<file path="src/rtl/jt1942_sdram_pkg.sv">
// Shared SDRAM command encodings, state enum and
// address field helpers for the download writer.
package jt1942_sdram_pkg;

  localparam logic [3:0] CMD_NOP = 4'b0111;
  localparam logic [3:0] CMD_ACT = 4'b0011;
  localparam logic [3:0] CMD_WR  = 4'b0100;
  localparam logic [3:0] CMD_REF = 4'b0001;

  typedef enum logic [2:0] {
    S_IDLE,
    S_ACT,
    S_WR,
    S_REF,
    S_DROP,
    S_WAIT
  } state_e;

  typedef struct packed {
    logic [21:0] addr;
    logic [7:0]  data;
    logic [1:0]  mask;
  } prog_req_t;

  function automatic logic [1:0] f_bank(
    input logic [21:0] a
  );
    return a[21:20];
  endfunction

  function automatic logic [12:0] f_row(
    input logic [21:0] a
  );
    return {2'b00, a[19:9]};
  endfunction

  // A10 high selects auto-precharge on the write
  function automatic logic [12:0] f_col(
    input logic [21:0] a
  );
    return {2'b00, 1'b1, 1'b0, a[8:0]};
  endfunction

endpackage

</file>
<file path="src/rtl/jt1942_sdram_refcnt.sv">
// Free-running refresh interval counter with a
// single sticky request cleared by ref_ack_i.
module jt1942_sdram_refcnt #(
  parameter int REFCNT = 750
) (
  input  logic clk_i,
  input  logic rst_ni,
  input  logic ref_ack_i,
  output logic ref_req_o
);

  localparam int CW = $clog2(REFCNT);

  logic [CW-1:0] cnt_q, cnt_d;
  logic          req_q, req_d;
  logic          wrap;

  always_comb begin
    wrap  = (cnt_q == CW'(REFCNT - 1));
    cnt_d = wrap ? '0 : cnt_q + CW'(1);
    // a new interval wins over a same-cycle ack
    req_d = wrap | (req_q & ~ref_ack_i);
  end

  always_ff @(posedge clk_i or negedge rst_ni) begin
    if (!rst_ni) begin
      cnt_q <= '0;
      req_q <= 1'b0;
    end else begin
      cnt_q <= cnt_d;
      req_q <= req_d;
    end
  end

  assign ref_req_o = req_q;

endmodule

</file>
<file path="src/rtl/jt1942_prog_sdram.sv">
// Download-time SDRAM writer: one-entry request buffer,
// ACTIVE/WRITE-autoprecharge sequencer and refresh.
module jt1942_prog_sdram
  import jt1942_sdram_pkg::*;
#(
  parameter int TRCD   = 2,
  parameter int TWRP   = 4,
  parameter int TRFC   = 7,
  parameter int REFCNT = 750
) (
  input  logic        clk_rom,
  input  logic        rst_n,
  input  logic        downloading,
  input  logic        prog_we,
  input  logic [21:0] prog_addr,
  input  logic [7:0]  prog_data,
  input  logic [1:0]  prog_mask,
  output logic [3:0]  sdram_cmd,
  output logic [1:0]  sdram_ba,
  output logic [12:0] sdram_a,
  output logic [15:0] sdram_dq,
  output logic        sdram_dq_oe,
  output logic [1:0]  sdram_dqm,
  output logic        prog_busy,
  output logic        prog_done,
  output logic        prog_ovf
);

  state_e      st_q, st_d, ret_q, ret_d;
  logic [3:0]  wcnt_q, wcnt_d;
  prog_req_t   buf_q, buf_d;
  logic        full_q, full_d;
  logic        we_q, ovf_q, ovf_d;
  logic [3:0]  cmd_q, cmd_d;
  logic [1:0]  ba_q, ba_d;
  logic [12:0] a_q, a_d;
  logic [15:0] dq_q, dq_d;
  logic        oe_q, oe_d;
  logic [1:0]  dqm_q, dqm_d;
  logic        done_q, done_d;
  logic        ref_req, ref_ack;
  logic        edge_w, buf_clr;

  jt1942_sdram_refcnt #(
    .REFCNT (REFCNT)
  ) u_refcnt (
    .clk_i     (clk_rom),
    .rst_ni    (rst_n),
    .ref_ack_i (ref_ack),
    .ref_req_o (ref_req)
  );

  // request buffer
  always_comb begin
    edge_w  = prog_we & ~we_q & downloading;
    buf_clr = (st_q == S_WR) | (st_q == S_DROP);
    full_d  = full_q;
    buf_d   = buf_q;
    ovf_d   = ovf_q;
    if (buf_clr) full_d = 1'b0;
    if (edge_w) begin
      if (!full_q || buf_clr) begin
        full_d     = 1'b1;
        buf_d.addr = prog_addr;
        buf_d.data = prog_data;
        buf_d.mask = prog_mask;
      end else begin
        ovf_d = 1'b1;
      end
    end
  end

  always_comb begin
    st_d    = st_q;
    ret_d   = ret_q;
    wcnt_d  = wcnt_q;
    cmd_d   = CMD_NOP;
    ba_d    = ba_q;
    a_d     = a_q;
    dq_d    = dq_q;
    oe_d    = 1'b0;
    dqm_d   = 2'b11;
    done_d  = 1'b0;
    ref_ack = 1'b0;
    unique case (st_q)
      S_IDLE: begin
        if (ref_req)
          st_d = S_REF;
        else if (full_q)
          st_d = (buf_q.mask == 2'b11) ? S_DROP : S_ACT;
      end
      S_ACT: begin
        cmd_d = CMD_ACT;
        ba_d  = f_bank(buf_q.addr);
        a_d   = f_row(buf_q.addr);
        if (TRCD > 1) begin
          st_d   = S_WAIT;
          wcnt_d = 4'(TRCD - 1);
          ret_d  = S_WR;
        end else begin
          st_d = S_WR;
        end
      end
      S_WR: begin
        cmd_d  = CMD_WR;
        a_d    = f_col(buf_q.addr);
        dq_d   = {buf_q.data, buf_q.data};
        oe_d   = 1'b1;
        dqm_d  = buf_q.mask;
        done_d = 1'b1;
        if (TWRP > 1) begin
          st_d   = S_WAIT;
          wcnt_d = 4'(TWRP - 1);
          ret_d  = S_IDLE;
        end else begin
          st_d = S_IDLE;
        end
      end
      S_REF: begin
        cmd_d   = CMD_REF;
        ref_ack = 1'b1;
        if (TRFC > 1) begin
          st_d   = S_WAIT;
          wcnt_d = 4'(TRFC - 1);
          ret_d  = S_IDLE;
        end else begin
          st_d = S_IDLE;
        end
      end
      S_DROP: begin
        done_d = 1'b1;
        st_d   = S_IDLE;
      end
      S_WAIT: begin
        if (wcnt_q <= 4'd1)
          st_d = ret_q;
        else
          wcnt_d = wcnt_q - 4'd1;
      end
      default: st_d = S_IDLE;
    endcase
  end

  always_ff @(posedge clk_rom or negedge rst_n) begin
    if (!rst_n) begin
      st_q   <= S_IDLE;
      ret_q  <= S_IDLE;
      wcnt_q <= '0;
      buf_q  <= '0;
      full_q <= 1'b0;
      we_q   <= 1'b0;
      ovf_q  <= 1'b0;
      cmd_q  <= CMD_NOP;
      ba_q   <= '0;
      a_q    <= '0;
      dq_q   <= '0;
      oe_q   <= 1'b0;
      dqm_q  <= 2'b11;
      done_q <= 1'b0;
    end else begin
      st_q   <= st_d;
      ret_q  <= ret_d;
      wcnt_q <= wcnt_d;
      buf_q  <= buf_d;
      full_q <= full_d;
      we_q   <= prog_we;
      ovf_q  <= ovf_d;
      cmd_q  <= cmd_d;
      ba_q   <= ba_d;
      a_q    <= a_d;
      dq_q   <= dq_d;
      oe_q   <= oe_d;
      dqm_q  <= dqm_d;
      done_q <= done_d;
    end
  end

  assign sdram_cmd   = cmd_q;
  assign sdram_ba    = ba_q;
  assign sdram_a     = a_q;
  assign sdram_dq    = dq_q;
  assign sdram_dq_oe = oe_q;
  assign sdram_dqm   = dqm_q;
  assign prog_busy   = full_q | (st_q != S_IDLE);
  assign prog_done   = done_q;
  assign prog_ovf    = ovf_q;

endmodule

</file>
<file path="config.mk">
export PLATFORM = sky130hd
export DESIGN_NAME = jt1942_prog_sdram
export DESIGN_NICKNAME = d
export VERILOG_FILES = /design/src/rtl/jt1942_sdram_pkg.sv /design/src/rtl/jt1942_sdram_refcnt.sv /design/src/rtl/jt1942_prog_sdram.sv
export SDC_FILE = /design/constraint.sdc
export NUM_CORES = 1
export LEC_CHECK = 0
export CORE_MARGIN = 1.5
export CORE_UTILIZATION = 35
export DETAILED_ROUTE_END_ITERATION = 12
export PLACE_DENSITY_LB_ADDON = 0.05
export SYNTH_ARGS = -nofsm -noshare
export SYNTH_HDL_FRONTEND = slang
export SYNTH_HIERARCHICAL = 1
export SYNTH_SLANG_ARGS = --single-unit
</file>
<file path="constraint.sdc">
create_clock -name clk_rom -period 2.3 [get_ports clk_rom]
set_input_delay 0.345 -clock clk_rom [delete_from_list [all_inputs] [get_ports clk_rom]]
set_output_delay 0.345 -clock clk_rom [all_outputs]
set_load 0.01 [all_outputs]
</file>
# [Word level (Yosys, flattened, before mapping)]
# Index checks and enable logic that the tools add are counted.
[word_totals] reg_bits=95 latchBits=0 mem_bits_rw=0 romBits=0 out_inout_bits=41 word_cells=72 mem_count=0
[classes] n_addsub=2 n_mul=0 n_div=0 order_cmp=1 eq_ne=10 n_shift=0 muxes=18 bitwise_logic=9 n_reduce_logical=14
[ops] op="$pmux 13 s2" count=1
[ops] op="$pmux 3 s3" count=2
[ops] op="$pmux 4 s4" count=1
[ops] op="$mux 3" count=4
[ops] op="$add 10x1->10 const B" count=1
[ops] op="$eq 10x10->1 const B" count=1
[ops] op="$mux 10" count=1
[ops] op="$reduce_and 2->1" count=4
[ops] op="$eq 3x2->1 const B" count=2
[ops] op="$eq 3x3->1 const B" count=2
[ops] op="$mux 1" count=6
[ops] op="$pmux 3 s2" count=1
[ops] op="$le 4x1->1 const B" count=1
[ops] op="$mux 4" count=1
[ops] op="$ne 2x2->1 const B" count=2
[ops] op="$reduce_bool 2->1" count=2
[ops] op="$reduce_bool 4->1" count=1
[ops] op="$reduce_or 2->1" count=2
[ops] op="$sub 4x1->4 const B" count=1
[ops] op="$and 1x1->1" count=3
[ops] op="$eq 3x1->1 const B" count=1
[ops] op="$logic_not 3->1" count=1
[ops] op="$ne 3x2->1 const B" count=1
[ops] op="$not 1->1" count=3
[ops] op="other kinds (7)" count=9

# [Depth between registers and ports, before layout]
# Gate-level depths: netlist of run 1.
[depth] depth_word=5 ltp_mapped=7 mapped_depth_nobuf=6

# [By module]
# The synthesis of run 1 kept the hierarchy.
[by_module_without_submodules] module="jt1942_prog_sdram" n_inst=1 cells_per_inst=247 area_per_inst_um2=3151.8 seq_area_each_um2=1783.0
[by_module_without_submodules] module="jt1942_sdram_refcnt" n_inst=1 cells_per_inst=51 area_per_inst_um2=523.0 seq_area_each_um2=275.3

# [Worst setup path after synthesis of run 1]
# No wires, ideal clock.
[synth_timing] path_type="register -> register" start="register wcnt_q[0]" end="register wcnt_q[1]" arrival_ns=1.520 slack_ns=0.654 stages_incl_launch_ff=7 path_buffers=0 period_less_slack_ns=1.646 cell_sequence="dfrtp_1 -> inv_1 -> ha_1 -> nor2_1 -> nor3_1 -> nor4_1 -> a311o_1"
[synth_between] elab_chain_cells=3 elab_cells_between_ends=6 classes_between="add/sub: 1; order compare: 1; eq/ne: 1; mux: 2; reduce/logical: 1"
[synth_rtl] item="start: declaration" line_no="jt1942_prog_sdram.sv:30" source="logic [3:0] wcnt_q, wcnt_d;"
[synth_rtl] item="start signal: assignment" line_no="jt1942_prog_sdram.sv:163" source="wcnt_q <= wcnt_d;"
[synth_rtl] item="$sub 4x1->4 or $le 4x1->1 (tied branches)" line_no="jt1942_prog_sdram.sv:138, jt1942_prog_sdram.sv:135"
[synth_rtl] item="$mux 4 or $ne 2x2->1 (tied branches)"
[synth_rtl] item="$pmux 4 s4 or $reduce_and 2->1 (tied branches)"
# Parallel ways exist; a longest one is shown, timed or not. The select of a mux whose other input is x is not followed.
# A chain may end at the register's enable or synchronous reset.

# [Worst setup path in the final report of run 1]
[layout_timing] start="register st_q[0]" end="output port prog_busy"
[layout_between] elab_chain_cells=2
[layout_rtl] item="start: declaration" line_no="jt1942_prog_sdram.sv:29" source="state_e st_q, st_d, ret_q, ret_d;"
[layout_rtl] item="start signal: assignment" line_no="jt1942_prog_sdram.sv:161" source="st_q <= st_d;"
[layout_rtl] item="$reduce_bool 3->1" line_no="jt1942_prog_sdram.sv:184" source="assign prog_busy = full_q | (st_q != S_IDLE);"
[layout_rtl] item="$or 1x1->1" line_no="jt1942_prog_sdram.sv:184"
[layout_rtl] item="end: declaration" line_no="jt1942_prog_sdram.sv:24" source="output logic prog_busy,"
# Every way passes these cells.

==> flow_summary_export.csv, run 1 <==
group,metric,value,unit
logic_synthesis,synth_area_leaders,"dfrtp_1, mux2_4, nand2_1, dfstp_2, mux2i_1",
floorplanning,die_height,105,um
hold_path,hold_path_class,"flop to flop",
logic_synthesis,async_flop_share,100,%
logic_synthesis,yosysSeqAreaShare,56.0,%
logic_synthesis,yosysTopAreaCellShare,52.4,%
detailed_routing,first_iter_violations,72,
logic_synthesis,ys_ff_latch,82,
global_routing,grt-ovfl-total,0,
logic_synthesis,netlist_instances,298,
floorplanning,die_w,105,um
clock_tree,clock-root-buffer,"clkbuf_8",
floorplanning,core_area,0.0103,sq mm
logic_synthesis,synth_edf_count,0,
finish,nets,409,
logic_synthesis,synthTopCellsByCount,"dfrtp_1, nand2_1, mux2_4",
sta,setup_viol,0,
sta,fin_crit_sh,92.9,%
floorplanning,die_area,0.0111,sq mm
logic_synthesis,synth_top_area_cell,"dfrtp_1",
detailed_routing,drc_errors,0,
global_routing,grt_pass1_vias,2368,
finish,n_antenna_cell,0,
detailed_routing,antenna_left,0,
logic_synthesis,ys.flop_type,"dfrtp_1",
sta,tightestPinTransition,0.583,ns
sta,fmax,0.468,GHz
placed_design,port_buffers,73,
worst_setup_path,end_kind,"output pin",
floorplanning,pin_count,77,
clock_tree,clock_latency,0.36,ns
logic_synthesis,ys_types,49,
worst_setup_path,crit_fanout,13,
placed_design,gp_congestion,0.750,
global_routing,globalRouteTotalUtil,14.4,%
worst_setup_path,critPathMaxStageDelay,0.66,ns
finish,area_delta_synth_final,27.0,%
clock_tree,cts-resized-gates,0,
worst_setup_path,cp_data_required_time,1.96,ns
logic_synthesis,syn_area_per_cell,12.3,sq um
finish,drive_gt1_share,18.7,%
power_and_ir_drop,p_per_area,1210,mW/mm^2
logic_synthesis,yosysMostFrequentCell,"dfrtp_1",
status,status,"finished, final reports clean",
worst_setup_path,worst_setup_path_start_kind,"flop",
sta,setup_tns,0,ns
sta,skew,0.0206,ns
clock_tree,clk_pin_slew,0.09,ns
clock_tree,htreeDepth,3,
clock_tree,cts.sinks,82,
floorplanning,rows,37,
power_and_ir_drop,peakVddDrop,0.398,mV
detailed_routing,wire_per_inst,14.4,um
sta,rsz0062_at_grt,"false",
worst_setup_path,slowest_stage,"dfrtp_1",
worst_setup_path,crit_chain,"nor2_1 -> nand2_1 -> clkdlybuf4s50_1",
logic_synthesis,yosys_warnings,6,
global_routing,antenna_found_initial,0,
detailed_routing,vias,2385,
sta,period_needed,2.14,ns
sta,whs,0.472,ns
worst_setup_path,crit_arrival,1.79,ns
worst_setup_path,path_class,"flop to output pin",
clock_tree,cts_tree,"built",
floorplanning,start_util,35.8,%
power_and_ir_drop,power_leakage,2.00,nW
sta,slew-limit-headroom,61.2,%
finish,fillers,988,
clock_tree,cts.path.max_buffers,2,
placed_design,dpl.hpwl,4850,um
run,cap_violations,0,
global_routing,grt_max_degree,45,
sta,finalHoldViolCount,0,
detailed_routing,routed_wirelength,7350,um
sta,slew_violations,0,
clock_tree,cts-buffers-inserted,9,
global_routing,grt_pass1_wl,12200,um
detailed_routing,via_per_inst,4.68,
detailed_routing,drt_pass1_iterations,4,
logic_synthesis,syn-cell-area,0.00367,sq mm
## path summary, 6_finish.rpt
check,startpoint,endpoint,cells past startpoint,slack [ns]
worst min register to register,buf_q[9]$_DFFE_PN0P_,sdram_dq[7]$_DFFE_PN0P_,2,0.47
worst max-delay path,st_q[0]$_DFFE_PN0P_,prog_busy,3,0.16
min in group asynchronous,rst_n,wcnt_q[3]$_DFFE_PN0P_,2,0.53
worst max register to register,st_q[0]$_DFFE_PN0P_,buf_q[23]$_DFFE_PN0P_,4,0.52
max in group asynchronous,rst_n,sdram_dqm[0]$_DFF_PN1_,3,1.14
worst min-delay path,buf_q[9]$_DFFE_PN0P_,sdram_dq[7]$_DFFE_PN0P_,2,0.47
## per-layer routing
metal	part of all wire [%]	GRT usage [%]	vias up
met2	45	21.5	56
met5	0	0	-
met1	48	19.2	1176
met4	1.9	7.63	0
li1	-	-	1142
met3	5.0	3.71	11
## cells in the final DEF, fill, tap and decap left out, types with 6 or more instances in the layout
| cell | count |
|---|---|
| dfrtp_1 | 77 |
| nor3_1 | 6 |
| nor2_1 | 13 |
| nand2_1 | 49 |
| inv_1 | 9 |
| mux2_4 | 30 |
| clkdlybuf4s50_1 | 72 |
| clkbuf_8 | 9 |
| buf_4 | 7 |
| o21ai_0 | 14 |
| mux2i_1 | 10 |
## area by class of cell
class	instances	area, sq um	share of cell area, %
Sequential cell	82	2060	44.1
Clock inverter	5	62.6	1.34
Clock buffer	11	131	2.82
Inverter	9	33.8	0.724
Tap cell	136	170	3.65
Multi-Input combinational cell	185	1390	29.7
Timing Repair Buffer	82	823	17.6
## power by group
group | leakage [nW] | switching [mW] | internal [mW]
clock network | 0.0901 | 0.533 | 0.508
logic | 0.918 | 0.911 | 1.30
registers | 0.992 | 0.368 | 2.02
total | 2.00 | 1.81 | 3.83
## registers in the layout, summed over array words and instances (netlist names), 2 cells and up
name,cells
st_q,3
sdram_dq,8
wcnt_q,4
u_refcnt/cnt_q,10
sdram_ba,2
sdram_cmd,3
sdram_a,11
sdram_dqm,2
buf_q,32
## per-stage QoR
step                      cells  worst slack, ns  utilization (%)  power [mW]  area (sq um)
after floorplan             300            0.654                -        3.83          3680
after global placement      493            0.381             43.4        4.61          4460
final                       510            0.163             45.4        5.64          4670
after detailed placement    493            0.333             43.4        4.66          4460
after global routing        510           0.0487             45.4        6.05          4670
after CTS                   510            0.116             45.4        5.74          4670
## repair_timing
| item | CTS | global route |
|---|---|---|
| hold buffers | 1 | 0 |
| hold endpoints to repair | 17 | 0 |
| buffers inserted | 0 | 0 |
## critical path, delay by kind of cell (launching register included)
| family | cells | cell delay (ns) |
|---|---|---|
| buffers and inverters | 1 | 0.53 |
| flip-flops | 1 | 0.66 |
| AND/OR/NAND/NOR | 2 | 0.25 |
## logic make-up after synthesis
family / after synthesis / synth area share, %
simple gates: 92 / 12.0
mux: 44 / 16.2
flops: 82 / 56.0
xor+xnor: 5 / 1.40
buf+inv: 33 / 6.47
other cells: 1 / 0.102
fa+ha+maj: 4 / 1.36
compound gates: 37 / 6.47
Power figures use the tool's default switching activity.
==> run 2: changes to the inputs <==
--- a/config.mk
+++ b/config.mk
@@ -13,3 +13,4 @@
 export SYNTH_HDL_FRONTEND = slang
 export SYNTH_HIERARCHICAL = 1
 export SYNTH_SLANG_ARGS = --single-unit
+export TNS_END_PERCENT = 20
==> results of run 2 <==
Final layout, timing and power as in run 1 (identical DEF).
==> run 3: changes to the inputs <==
--- a/config.mk
+++ b/config.mk
@@ -6,7 +6,7 @@
 export NUM_CORES = 1
 export LEC_CHECK = 0
 export CORE_MARGIN = 1.5
-export CORE_UTILIZATION = 35
+export CORE_UTILIZATION = 40
 export DETAILED_ROUTE_END_ITERATION = 12
 export PLACE_DENSITY_LB_ADDON = 0.05
 export SYNTH_ARGS = -nofsm -noshare
==> flow_summary_export.csv, run 3 (synthesis gave the netlist of run 1 again) <==
group,metric,value,unit
status,status,"finished, violations left",
status,failed_checks,"DRC",
finish,postLayoutCellArea,0.00465,sq mm
placed_design,gp_congestion,0.748,
sta,period_needed,2.12,ns
finish,largest-register,"buf_q",
floorplanning,core_area,0.00881,sq mm
sta,setup_tns,0,ns
global_routing,antenna_found_initial,0,
floorplanning,start_util,41.7,%
clock_tree,postCtsHoldBufs,1,
clock_tree,cts.path.max_buffers,2,
worst_setup_path,cp_data_required_time,1.96,ns
floorplanning,die_height,98.9,um
worst_setup_path,slowest_stage,"dfrtp_1",
clock_tree,clk_pin_slew,0.10,ns
global_routing,globalRouteTotalUtil,15.9,%
clock_tree,cts-resized-gates,0,
worst_setup_path,end_kind,"output pin",
sta,fmax,0.472,GHz
finish,area_delta_synth_final,26.5,%
worst_setup_path,crit_fanout,13,
global_routing,grt_pass1_vias,2381,
finish,drive_gt1_share,19.3,%
worst_setup_path,crit_chain,"nor2_1 -> nand2_1 -> clkdlybuf4s50_1",
sta,slew_violations,0,
floorplanning,rows,34,
finish,fillers,799,
sta,rsz0062_at_grt,"false",
clock_tree,cts_tree,"built",
finish,n_antenna_cell,0,
worst_setup_path,worst_setup_path_start_kind,"flop",
clock_tree,post_cts_buffers,0,
detailed_routing,wire_per_inst,14.7,um
global_routing,grt-ovfl-total,0,
clock_tree,cts-buffers-inserted,9,
finish,nets,409,
sta,skew,0.0135,ns
finish,fin_cells,482,
detailed_routing,routed_wirelength,7110,um
hold_path,hold_path_class,"primary input to asynchronous set/reset pin",
power_and_ir_drop,p_per_area,1230,mW/mm^2
sta,setup_viol,0,
power_and_ir_drop,power_leakage,2.01,nW
floorplanning,die_w,98.9,um
finish,mostFrequentLayoutCells,"dfrtp_1, clkdlybuf4s50_1, nand2_1, mux2_4, o21ai_0",
detailed_routing,antenna_left,0,
finish,layout_commonest_cell,"dfrtp_1",
placed_design,dp.cells,465,
worst_setup_path,path_delay_family,"flip-flops",
clock_tree,cts.sinks,82,
sta,fin_crit_sh,92.1,%
floorplanning,die_area,0.00977,sq mm
clock_tree,clock_latency,0.35,ns
worst_setup_path,critPathMaxStageDelay,0.65,ns
global_routing,grt_max_degree,33,
worst_setup_path,critical_path_buf_inv_count,1,
sta,finalHoldViolCount,0,
finish,largest_register_ff_count,32,
power_and_ir_drop,peakVddDrop,0.558,mV
placed_design,dpl.hpwl,4930,um
clock_tree,htreeDepth,3,
detailed_routing,drt_pass1_iterations,9,
placed_design,place_area,0.00443,sq mm
clock_tree,clock-root-buffer,"clkbuf_8",
detailed_routing,first_iter_violations,84,
worst_setup_path,path_class,"flop to output pin",
global_routing,grt_pass1_wl,12100,um
detailed_routing,via_per_inst,4.89,
run,cap_violations,0,
detailed_routing,drc_errors,8,
placed_design,port_buffers,73,
worst_setup_path,r2r_slack,0.42,ns
detailed_routing,vias,2357,
floorplanning,pin_count,77,
worst_setup_path,crit_arrival,1.77,ns
-- run 3: path summary, 6_finish.rpt --
kind                                             start                     endpoint  cells past startpoint
max                                st_q[0]$_DFFE_PN0P_                    prog_busy                      3
min                                              rst_n        buf_q[18]$_DFFE_PN0P_                      2
max reg2reg                        st_q[2]$_DFFE_PN0P_        buf_q[23]$_DFFE_PN0P_                      5
min reg2reg                u_refcnt/cnt_q[7]$_DFF_PN0_  u_refcnt/cnt_q[7]$_DFF_PN0_                      1
max in group asynchronous                        rst_n  u_refcnt/cnt_q[8]$_DFF_PN0_                      3
min in group clk_rom                           prog_we               we_q$_DFF_PN0_                      1
-- run 3: final cells by class --
| type | instances | area, sq um | share of cell area [%] |
|---|---|---|---|
| Sequential cell | 82 | 2060 | 44.3 |
| Multi-Input combinational cell | 185 | 1390 | 29.8 |
| Timing Repair Buffer | 82 | 823 | 17.7 |
| Clock buffer | 10 | 138 | 2.96 |
| Tap cell | 108 | 135 | 2.91 |
| Clock inverter | 6 | 72.6 | 1.56 |
| Inverter | 9 | 33.8 | 0.727 |
-- run 3: routing by layer --
metal  global-route usage [%]  routed length, um
met1                     23.0               3470
met2                     23.7               3210
met3                     2.91                317
met4                     6.59                109
met5                        0                  0
-- run 3: metrics by stage --
step,hold slack (ns),power [mW],util (%),worst slack (ns)
global placement,0.259,4.61,50.3,0.384
detailed placement,0.260,4.67,50.3,0.354
floorplan,0.0494,3.83,-,0.654
CTS,0.429,5.79,52.8,0.133
global route,0.452,6.13,52.8,0.0600
finish,0.431,5.71,52.8,0.181
-- run 3: where the power goes --
part,switching (mW),internal [mW],leakage [nW]
sequential,0.400,2.02,0.992
clock,0.555,0.543,0.103
combinational,0.880,1.32,0.917
